File: config.mk
export PLATFORM = sky130hd
export DESIGN_NAME = axi_frame_scheduler
export DESIGN_NICKNAME = d
export VERILOG_FILES = /design/src/rtl/frame_sched_pkg.sv /design/src/rtl/axi_frame_scheduler_burst_ctr.sv /design/src/rtl/axi_frame_scheduler.sv
export SDC_FILE = /design/constraint.sdc
export NUM_CORES = 1
export LEC_CHECK = 0
export CELL_PAD_IN_SITES_DETAIL_PLACEMENT = 1
export CELL_PAD_IN_SITES_GLOBAL_PLACEMENT = 1
export CORE_AREA = 2 2 122 124
export DETAILED_ROUTE_END_ITERATION = 8
export DIE_AREA = 0 0 124 126
export PLACE_DENSITY = 0.73
export SLEW_MARGIN = 20
export SYNTH_ARGS = -nofsm -noshare
export SYNTH_HDL_FRONTEND = slang
export SYNTH_HIERARCHICAL = 1
export SYNTH_SLANG_ARGS = --single-unit
File: constraint.sdc
create_clock -name clk_i -period 2.4 [get_ports clk_i]
set_clock_uncertainty 0.2 [all_clocks]
set_input_delay 0.24 -clock clk_i [delete_from_list [all_inputs] [get_ports clk_i]]
set_output_delay 0.24 -clock clk_i [all_outputs]
set_load 0.05 [all_outputs]
File: src/rtl/frame_sched_pkg.sv
// Shared types and default geometry for the DDR frame delayer command scheduler.
package frame_sched_pkg;

    typedef enum logic [1:0] {
        S_IDLE,
        S_AW,
        S_AR
    } state_e;

    localparam int unsigned DEF_H_WIDTH   = 1920;
    localparam int unsigned DEF_V_HEIGHT  = 1080;
    localparam int unsigned DEF_BURST_LEN = 16;
    localparam int unsigned BURST_BYTES   = DEF_BURST_LEN * 4;
    localparam int unsigned NBURST        = DEF_H_WIDTH * DEF_V_HEIGHT / DEF_BURST_LEN;
    localparam int unsigned FRAME_BYTES   = DEF_H_WIDTH * DEF_V_HEIGHT * 4;

    function automatic logic [31:0] burst_addr(
        input logic [31:0] base,
        input logic        sel,
        input logic [31:0] frame_bytes,
        input logic [31:0] idx,
        input logic [31:0] burst_bytes
    );
        return base + (sel ? frame_bytes : 32'd0) + idx * burst_bytes;
    endfunction

endpackage

File: src/rtl/axi_frame_scheduler_burst_ctr.sv
// Per-frame burst counter: saturates at LIMIT, synchronous clear has priority.
module burst_ctr #(
    parameter int unsigned LIMIT = 16,
    parameter int unsigned W     = $clog2(LIMIT + 1)
) (
    input  logic         clk_i,
    input  logic         rst_i,
    input  logic         clr_i,
    input  logic         en_i,
    output logic [W-1:0] cnt_o,
    output logic         full_o
);

    logic [W-1:0] cnt_q;
    logic [W-1:0] cnt_d;

    assign full_o = (cnt_q == W'(LIMIT));
    assign cnt_o  = cnt_q;

    always_comb begin
        cnt_d = cnt_q;
        if (clr_i) begin
            cnt_d = '0;
        end else if (en_i && !full_o) begin
            cnt_d = cnt_q + 1'b1;
        end
    end

    always_ff @(posedge clk_i) begin
        if (rst_i) begin
            cnt_q <= '0;
        end else begin
            cnt_q <= cnt_d;
        end
    end

endmodule

File: src/rtl/axi_frame_scheduler.sv
// AXI3 command scheduler sharing one master port between frame capture and playback,
// with double-buffered frame bases swapped on vsync.
module axi_frame_scheduler
    import frame_sched_pkg::*;
#(
    parameter logic [31:0] BASE_ADDR = 32'h1000_0000,
    parameter int unsigned H_WIDTH   = DEF_H_WIDTH,
    parameter int unsigned V_HEIGHT  = DEF_V_HEIGHT,
    parameter int unsigned BURST_LEN = DEF_BURST_LEN,
    parameter int unsigned MAX_OUTST = 4
) (
    input  logic        clk_i,
    input  logic        rst_i,
    input  logic        vs_i,
    input  logic        wen_i,
    input  logic        wr_req_i,
    output logic        wr_ack_o,
    input  logic        rd_req_i,
    output logic        rd_ack_o,
    output logic        m_axi_awvalid,
    input  logic        m_axi_awready,
    output logic [31:0] m_axi_awaddr,
    output logic [3:0]  m_axi_awlen,
    output logic        m_axi_arvalid,
    input  logic        m_axi_arready,
    output logic [31:0] m_axi_araddr,
    output logic [3:0]  m_axi_arlen,
    input  logic        m_axi_bvalid,
    output logic        m_axi_bready,
    input  logic [1:0]  m_axi_bresp,
    input  logic        rdone_i,
    output logic        err_o,
    output logic        drop_o
);

    localparam int unsigned N_BURST = H_WIDTH * V_HEIGHT / BURST_LEN;
    localparam int unsigned F_BYTES = H_WIDTH * V_HEIGHT * 4;
    localparam int unsigned B_BYTES = BURST_LEN * 4;
    localparam int unsigned CW      = $clog2(N_BURST + 1);

    state_e      state_q;
    logic        vs_q, wr_buf_q, rd_buf_q, rd_valid_q;
    logic        last_rd_q, stale_q, err_q, drop_q;
    logic        awvalid_q, arvalid_q;
    logic [31:0] awaddr_q, araddr_q;
    logic [3:0]  wout_q, wout_d, rout_q, rout_d;
    logic [CW-1:0] wcnt, rcnt;
    logic        wfull, rfull;
    logic        vs_edge, aw_hs, ar_hs, b_fire, b_dec, r_dec;
    logic        wr_ok, rd_ok, grant_rd, grant_wr;

    assign vs_edge  = vs_i & ~vs_q;
    assign aw_hs    = awvalid_q & m_axi_awready;
    assign ar_hs    = arvalid_q & m_axi_arready;
    assign b_fire   = m_axi_bvalid & m_axi_bready;
    assign b_dec    = b_fire & (wout_q != 4'd0);
    assign r_dec    = rdone_i & (rout_q != 4'd0);
    assign wr_ok    = wr_req_i & wen_i & ~wfull & (wout_q < 4'(MAX_OUTST));
    assign rd_ok    = rd_req_i & rd_valid_q & ~rfull & (rout_q < 4'(MAX_OUTST));
    // Read wins unless the previous grant was also a read and a write waits.
    assign grant_rd = rd_ok & (~wr_ok | ~last_rd_q);
    assign grant_wr = wr_ok & ~grant_rd;

    assign m_axi_awvalid = awvalid_q;
    assign m_axi_awaddr  = awaddr_q;
    assign m_axi_awlen   = 4'(BURST_LEN - 1);
    assign m_axi_arvalid = arvalid_q;
    assign m_axi_araddr  = araddr_q;
    assign m_axi_arlen   = 4'(BURST_LEN - 1);
    assign m_axi_bready  = ~rst_i;
    assign wr_ack_o      = aw_hs;
    assign rd_ack_o      = ar_hs;
    assign err_o         = err_q;
    assign drop_o        = drop_q;

    // A command granted before a vsync edge belongs to the old frame and is not counted.
    burst_ctr #(.LIMIT(N_BURST), .W(CW)) u_wcnt (
        .clk_i (clk_i),
        .rst_i (rst_i),
        .clr_i (vs_edge),
        .en_i  (aw_hs & ~stale_q),
        .cnt_o (wcnt),
        .full_o(wfull)
    );

    burst_ctr #(.LIMIT(N_BURST), .W(CW)) u_rcnt (
        .clk_i (clk_i),
        .rst_i (rst_i),
        .clr_i (vs_edge),
        .en_i  (ar_hs & ~stale_q),
        .cnt_o (rcnt),
        .full_o(rfull)
    );

    always_comb begin
        wout_d = wout_q;
        rout_d = rout_q;
        if (aw_hs && !b_dec) wout_d = wout_q + 4'd1;
        else if (!aw_hs && b_dec) wout_d = wout_q - 4'd1;
        if (ar_hs && !r_dec) rout_d = rout_q + 4'd1;
        else if (!ar_hs && r_dec) rout_d = rout_q - 4'd1;
    end

    always_ff @(posedge clk_i) begin
        if (rst_i) begin
            state_q    <= S_IDLE;
            vs_q       <= 1'b0;
            wr_buf_q   <= 1'b0;
            rd_buf_q   <= 1'b0;
            rd_valid_q <= 1'b0;
            last_rd_q  <= 1'b0;
            stale_q    <= 1'b0;
            err_q      <= 1'b0;
            drop_q     <= 1'b0;
            awvalid_q  <= 1'b0;
            arvalid_q  <= 1'b0;
            awaddr_q   <= '0;
            araddr_q   <= '0;
            wout_q     <= '0;
            rout_q     <= '0;
        end else begin
            vs_q   <= vs_i;
            wout_q <= wout_d;
            rout_q <= rout_d;
            drop_q <= 1'b0;
            if (b_fire && m_axi_bresp != 2'b00) err_q <= 1'b1;
            if (vs_edge && wen_i) begin
                if (wfull && wout_q == 4'd0) begin
                    rd_buf_q   <= wr_buf_q;
                    wr_buf_q   <= ~wr_buf_q;
                    rd_valid_q <= 1'b1;
                end else begin
                    drop_q <= 1'b1;
                end
            end
            unique case (state_q)
                S_IDLE: begin
                    stale_q <= vs_edge;
                    if (grant_rd) begin
                        araddr_q  <= burst_addr(BASE_ADDR, rd_buf_q, 32'(F_BYTES),
                                                32'(rcnt), 32'(B_BYTES));
                        arvalid_q <= 1'b1;
                        last_rd_q <= 1'b1;
                        state_q   <= S_AR;
                    end else if (grant_wr) begin
                        awaddr_q  <= burst_addr(BASE_ADDR, wr_buf_q, 32'(F_BYTES),
                                                32'(wcnt), 32'(B_BYTES));
                        awvalid_q <= 1'b1;
                        last_rd_q <= 1'b0;
                        state_q   <= S_AW;
                    end
                end
                S_AW: begin
                    if (vs_edge) stale_q <= 1'b1;
                    if (m_axi_awready) begin
                        awvalid_q <= 1'b0;
                        state_q   <= S_IDLE;
                    end
                end
                S_AR: begin
                    if (vs_edge) stale_q <= 1'b1;
                    if (m_axi_arready) begin
                        arvalid_q <= 1'b0;
                        state_q   <= S_IDLE;
                    end
                end
                default: state_q <= S_IDLE;
            endcase
        end
    end

    // Responses with nothing outstanding indicate a broken data mover or interconnect.
    always_ff @(posedge clk_i) begin
        if (!rst_i) begin
            assert (!(b_fire && wout_q == 4'd0));
            assert (!(rdone_i && rout_q == 4'd0));
        end
    end

endmodule

==> flow_summary_export.csv, run 1 <==
group,metric,value,unit
place,globalplace.congestion,0.825,
logic_synthesis,syn_inst,598,
power,switching_share,31.9,%
worst_setup_path,crit_start,"rout_q[3]",
worst_setup_path,critPathCaptureType,"flop",
sta,max_freq,412,MHz
worst_setup_path,r2r_end,"rout_q[3]",
worst_setup_path,path_class,"reg -> reg",
floorplanning,ioPinCount,91,
sta,tightest_slew,0.663,ns
drt,viasPerCell,5.22,
grt,grt_pass1_vias,4889,
grt,grt_pass1_wl,23200,um
logic_synthesis,avgSynthCellArea,8.52,sq um
clocking,htree_levels,3,
power,total_power,0.00464,W
sta,max_slew_margin,55.8,%
grt,grtUsageTotal,18.5,%
worst_setup_path,rr_startpoint,"rout_q[3]",
grt,grt_max_degree,58,
power,power_density,671,mW/mm^2
clocking,cts_tree,"yes",
logic_synthesis,yosys_most_used_dff,"dfxtp_1",
power,intPower,0.00316,W
sta,final_hold_viol_count,0,
power,p_comb_share,29.8,%
floorplanning,die_h,126,um
logic_synthesis,synth_seq_area_share,36.2,%
place,dp_hpwl,10600,um
clocking,cts_inserted_buffers,9,
worst_setup_path,cp_max_fo,4,
worst_hold_path,holdPathEnd,"m_axi_awvalid",
grt,antenna_found_initial,0,
power,p_leak,2.80,nW
clocking,clk_pin_slew,0.07,ns
power,peakVddDrop,0.300,mV
floorplanning,start_util,35.6,%
drt,drt_iter0_markers,223,
sta,post-route-period-util,101,%
power,p_seq_share,36.5,%
floorplanning,die_w,124,um
finish,layout_common_cells,"82 x dfxtp_1, 74 x buf_4, 69 x nand2_1",
outcome,status,"finished, violations left",
logic_synthesis,ys_types,58,
finish,finalInstanceArea,0.00692,sq mm
clocking,clockBufferDepth,2,
sta,rsz0062_at_grt,"yes",
sta,slew_viol_final,0,
outcome,violations,"setup timing",
worst_setup_path,worst_ep_required_time,2.48,ns
worst_hold_path,hp-start,"rst_i",
floorplanning,die_area,0.0156,sq mm
worst_setup_path,cp-start-kind,"flop",
logic_synthesis,yosysWarnings,6,
logic_synthesis,netlist_area,0.00509,sq mm
worst_setup_path,worstRegToRegCells,9,
drt,wl_per_cell,16.3,um
finish,final_common_cell,"dfxtp_1",
drt,wl,14900,um
drt,drc,0,
floorplanning,num_rows,44,
drt,firstDrtPassIters,4,
worst_hold_path,hold_path.class,"in -> reg",
sta,setup_ws,-0.0265,ns
worst_setup_path,cp.arrival,2.51,ns
drt,via_count,4777,
logic_synthesis,synth_edf_count,0,
worst_setup_path,r2r_slack,-0.03,ns
worst_hold_path,min_path_cells,4,
clocking,clockRootBuffer,"clkbuf_16",
sta,tns,-0.0275,ns
finish,drive_above_1_share,22.0,%
place,placed_cell_area,0.00633,sq mm
finish,finalNetCount,771,
power,p_sw,0.00148,W
sta,setup_viol_count_final,2,
logic_synthesis,ys_ff_latch,92,
grt,grt-ovfl-total,0,
finish,fill_cells,1685,
job,maxCapViolCount,0,
logic_synthesis,ys_async_sr_fraction,0,%
floorplanning,coreArea,0.0143,sq mm
place,io_buffers,56,
power,power.share.clock,33.7,%
clocking,clock-sinks,92,
sta,period_minus_slack,2.43,ns
place,pre_cts_slack,-0.140,ns
drt,postRouteAntennaNets,0,
clocking,clk_latency,0.35,ns
finish,diodes,0,
finish,area_growth,36.0,%
[critical path: stages (launching register included)]
cell and delay [ns]:
dfxtp_2 0.34, o41ai_2 0.36, ha_2 0.24, inv_2 0.04
ha_1 0.27, a21o_1 0.20, a21oi_2 0.17, xnor2_2 0.08
or3_1 0.32, a21oi_2 0.11
[cell families (layout without fill, tap and decap cells)]
group | after synthesis | count (layout) | synth area share (%)
adders and majority gates | 33 | 33 | 8.40
DFF | 92 | 92 | 36.2
xor gates and xnor gates | 37 | 37 | 6.36
muxes | 3 | 3 | 0.590
buffers and inverters | 71 | 172 | 8.18
AOI/OAI and AO/OA | 133 | 133 | 16.5
other | 2 | 34 | 0.147
and+or+nand+nor | 227 | 227 | 23.7
[worst max-delay path by stage]
| stage | end |
|---|---|
| detailed placement | rout_q[3] |
| floorplan | rout_q[3] |
| global route | rout_q[3] |
| global placement | rout_q[3] |
| finish | rout_q[3] |
| CTS | wout_q[3] |
[stage by stage]
stage	std cells	hold WS, ns	util (%)
4_1_cts	909	0.179	46.7
5_1_grt	915	0.214	48.4
3_3_place_gp	892	0.232	44.2
2_1_floorplan	630	0.141	-
6_report	915	0.166	48.4
3_5_place_dp	892	0.250	44.2
[metal layers]
metal | share of wire (%) | wire length (um) | track usage (%) | vias up
met5 | 0 | 0 | 0 | -
met4 | 1.7 | 250 | 6.21 | 0
met1 | 44 | 6540 | 22.0 | 2343
met2 | 52 | 7710 | 33.3 | 84
li1 | - | - | - | 2330
met3 | 2.9 | 427 | 3.08 | 20
[cells in the mapped netlist (12+ instances only)]
| cell | number | area, sq um |
|---|---|---|
| inv_1 | 18 | 67.6 |
| xor2_1 | 21 | 184 |
| a211oi_1 | 15 | 113 |
| nor3_1 | 12 | 60.1 |
| nand3_1 | 14 | 70.1 |
| dfxtp_1 | 92 | 1840 |
| nand2_1 | 69 | 259 |
| buf_4 | 35 | 263 |
| ha_1 | 31 | 388 |
| nor2_1 | 51 | 191 |
| xnor2_1 | 16 | 140 |
| a21oi_1 | 55 | 275 |
| o21ai_0 | 23 | 115 |
[sequential cells by signal, indices dropped and copies added, names as in the netlist]
name,flops
err_o,1
last_rd_q,1
u_rcnt/cnt_o,17
wout_q,4
m_axi_awvalid,1
drop_o,1
m_axi_araddr,19
rd_buf_q,1
wr_buf_q,1
m_axi_awaddr,19
state_q,2
m_axi_arvalid,1
vs_q,1
stale_q,1
u_wcnt/cnt_o,17
rout_q,4
rd_valid_q,1
[layout make-up]
class / count / area [sq um] / share of cell area [%]
Multi-Input combinational cell: 467 / 3140 / 45.4
Tap cell: 184 / 230 / 3.32
Clock buffer: 10 / 229 / 3.31
Inverter: 18 / 73.8 / 1.07
Timing Repair Buffer: 138 / 1300 / 18.7
Clock inverter: 6 / 95.1 / 1.37
Sequential cell: 92 / 1860 / 26.8
[power groups by stage]
stage	Clock (W)	Combinational [W]	Sequential, W
final	0.00157	0.00139	0.00169
after CTS	0.00160	0.00127	0.00169
after detailed placement	0	0.00119	0.00171
after floorplan	0	0.000708	0.00181
after global routing	0.00167	0.00150	0.00170
after global placement	0	0.00114	0.00170
[repair_timing]
item	CTS	global route
resized for setup	6	33
cloned	0	3
setup buffers	1	3
pin swaps	0	13
hold buffers	0	0
setup endpoints to repair	39	42
Note: power is estimated with default switching activity, not from simulation.
==> run 2, diff against run 1 <==
--- a/config.mk
+++ b/config.mk
@@ -10,6 +10,7 @@
 export CORE_AREA = 2 2 122 124
 export DETAILED_ROUTE_END_ITERATION = 8
 export DIE_AREA = 0 0 124 126
+export GPL_ROUTABILITY_DRIVEN = 0
 export PLACE_DENSITY = 0.73
 export SLEW_MARGIN = 20
 export SYNTH_ARGS = -nofsm -noshare
==> results of run 2 <==
Final layout, timing and power as in run 1 (identical DEF).
==> run 3, diff against run 2 <==
--- a/config.mk
+++ b/config.mk
@@ -7,11 +7,12 @@
 export LEC_CHECK = 0
 export CELL_PAD_IN_SITES_DETAIL_PLACEMENT = 1
 export CELL_PAD_IN_SITES_GLOBAL_PLACEMENT = 1
-export CORE_AREA = 2 2 122 124
+export CORE_AREA = 2 2 121 123
+export CTS_BUF_LIST = sky130_fd_sc_hd__clkbuf_2 sky130_fd_sc_hd__clkbuf_4 sky130_fd_sc_hd__clkbuf_8
 export DETAILED_ROUTE_END_ITERATION = 8
-export DIE_AREA = 0 0 124 126
+export DIE_AREA = 0 0 123 125
 export GPL_ROUTABILITY_DRIVEN = 0
-export PLACE_DENSITY = 0.73
+export PLACE_DENSITY = 0.75
 export SLEW_MARGIN = 20
 export SYNTH_ARGS = -nofsm -noshare
 export SYNTH_HDL_FRONTEND = slang
==> run 3 against run 2 <==
Net effect:
- hold slack better by 0.076 ns
- critical path type unchanged
- first-iteration DRC count down 11%
- the run still ends with setup timing left
- clock power down 31%
- global-route usage up 1.1 points
- critical endpoint unchanged
==> flow_summary_export.csv, run 3 (synthesis results as in run 1) <==
group,metric,value,unit
sta,final_hold_viol_count,0,
finish,area_growth,34.8,%
worst_setup_path,cp.arrival,2.60,ns
power,p_leak,2.79,nW
clocking,htree_levels,3,
sta,tightest_slew,0.671,ns
finish,final_core_util,48.3,%
finish,final_common_cell,"dfxtp_1",
worst_hold_path,hp-start,"vs_i",
sta,slew_viol_final,0,
worst_setup_path,crit_start,"rout_q[3]",
clocking,clk_latency,0.39,ns
place,place_inst,890,
sta,period_minus_slack,2.49,ns
worst_setup_path,cp_slowest_stage_delay,0.37,ns
drt,wl_per_cell,17.2,um
grt,grt_pass1_vias,4916,
finish,diodes,0,
clocking,clk_pin_slew,0.10,ns
worst_setup_path,cp-start-kind,"flop",
clocking,cts_tree,"yes",
sta,tns,-0.219,ns
place,dp_hpwl,10800,um
sta,post-route-period-util,104,%
sta,max_freq,401,MHz
power,power_density,617,mW/mm^2
drt,via_count,4808,
drt,wl,15800,um
sta,setup_ws,-0.0921,ns
worst_hold_path,hold_path.class,"in -> reg",
worst_setup_path,cp_top_family,"compound AO/OA/AOI/OAI gates",
grt,grt-ovfl-total,0,
worst_setup_path,critical_path.cell_chain,"o41ai_4, ha_2, inv_2, ha_4, a21o_1, a21oi_2, xnor2_1, or3_1, a21oi_1",
clocking,clockBufferDepth,2,
drt,viasPerCell,5.24,
outcome,status,"finished, violations left",
sta,max_slew_margin,55.3,%
sta,rsz0062_at_grt,"yes",
grt,grtUsageTotal,19.6,%
worst_setup_path,rr_startpoint,"rout_q[3]",
grt,antenna_found_initial,0,
grt,grt_max_degree,58,
job,maxCapViolCount,0,
floorplanning,num_rows,44,
place,placed_cell_area,0.00630,sq mm
drt,drc,0,
worst_setup_path,cp.buffers_inverters,1,
worst_setup_path,worst_ep_required_time,2.51,ns
finish,drive_above_1_share,24.0,%
clocking,clock-sinks,92,
drt,firstDrtPassIters,4,
place,io_buffers,56,
floorplanning,coreArea,0.0142,sq mm
finish,finalInstanceArea,0.00686,sq mm
finish,finalNetCount,775,
drt,postRouteAntennaNets,0,
clocking,cts_inserted_buffers,9,
power,peakVddDrop,0.266,mV
floorplanning,ioPinCount,91,
grt,grt_pass1_wl,23800,um
worst_setup_path,critPathCaptureType,"flop",
worst_setup_path,critical_path.slowest_cell,"dfxtp_4",
sta,setup_viol_count_final,6,
finish,layout_common_cells,"80 x dfxtp_1, 77 x buf_4, 67 x nand2_1",
floorplanning,die_w,123,um
floorplanning,start_util,35.9,%
worst_setup_path,cp_max_fo,3,
floorplanning,die_area,0.0154,sq mm
drt,drt_iter0_markers,198,
place,pre_cts_slack,-0.199,ns
outcome,violations,"setup timing",
clocking,clockRootBuffer,"clkbuf_8",
worst_setup_path,path_class,"reg -> reg",
finish,fin_cells,918,
finish,fill_cells,1677,
floorplanning,die_h,125,um
## run 3: metal layers
metal / track usage [%] / part of all wire [%] / up-vias
met5: 0 / 0 / -
met4: 9.02 / 3.0 / 0
met3: 3.83 / 3.3 / 31
met2: 34.1 / 53 / 98
met1: 22.9 / 41 / 2354
li1: - / - / 2325
## run 3: where the power goes
group,total (W),switching (W),internal [W]
Clock,0.00108,0.000595,0.000485
Sequential,0.00171,0.0000917,0.00162
Combinational,0.00145,0.000784,0.000662
Total,0.00424,0.00147,0.00277
## run 3: path summary, 6_finish.rpt
path                endpoint  slack, ns  depth (start not counted)
max                rout_q[3]      -0.09                          9
min                     vs_q       0.24                          2
max reg2reg        rout_q[3]      -0.09                          9
min reg2reg  m_axi_awaddr[6]       0.26                          2
## run 3: layout make-up
cell class	count	area, sq um	area share, %
clock inverter	5	53.8	0.784
clock buffer	10	131	1.91
multi-input combinational	467	3220	46.8
inverter	18	76.3	1.11
timing repair buffer	142	1290	18.9
sequential	92	1860	27.1
tap	184	230	3.35
## run 3: stage by stage
step | hold slack (ns) | power, W
2_1_floorplan | 0.141 | 0.00252
3_3_place_gp | 0.234 | 0.00283
3_5_place_dp | 0.251 | 0.00288
4_1_cts | 0.228 | 0.00406
5_1_grt | 0.222 | 0.00447
6_report | 0.242 | 0.00424
## run 3: timing repair
| action | CTS | global route |
|---|---|---|
| setup buffers | 10 | 3 |
| endpoints found under the setup margin | 37 | 43 |
| pin swaps | 10 | 23 |
| gates resized for setup | 16 | 45 |
| hold buffers | 0 | 0 |
| gates cloned | 1 | 1 |
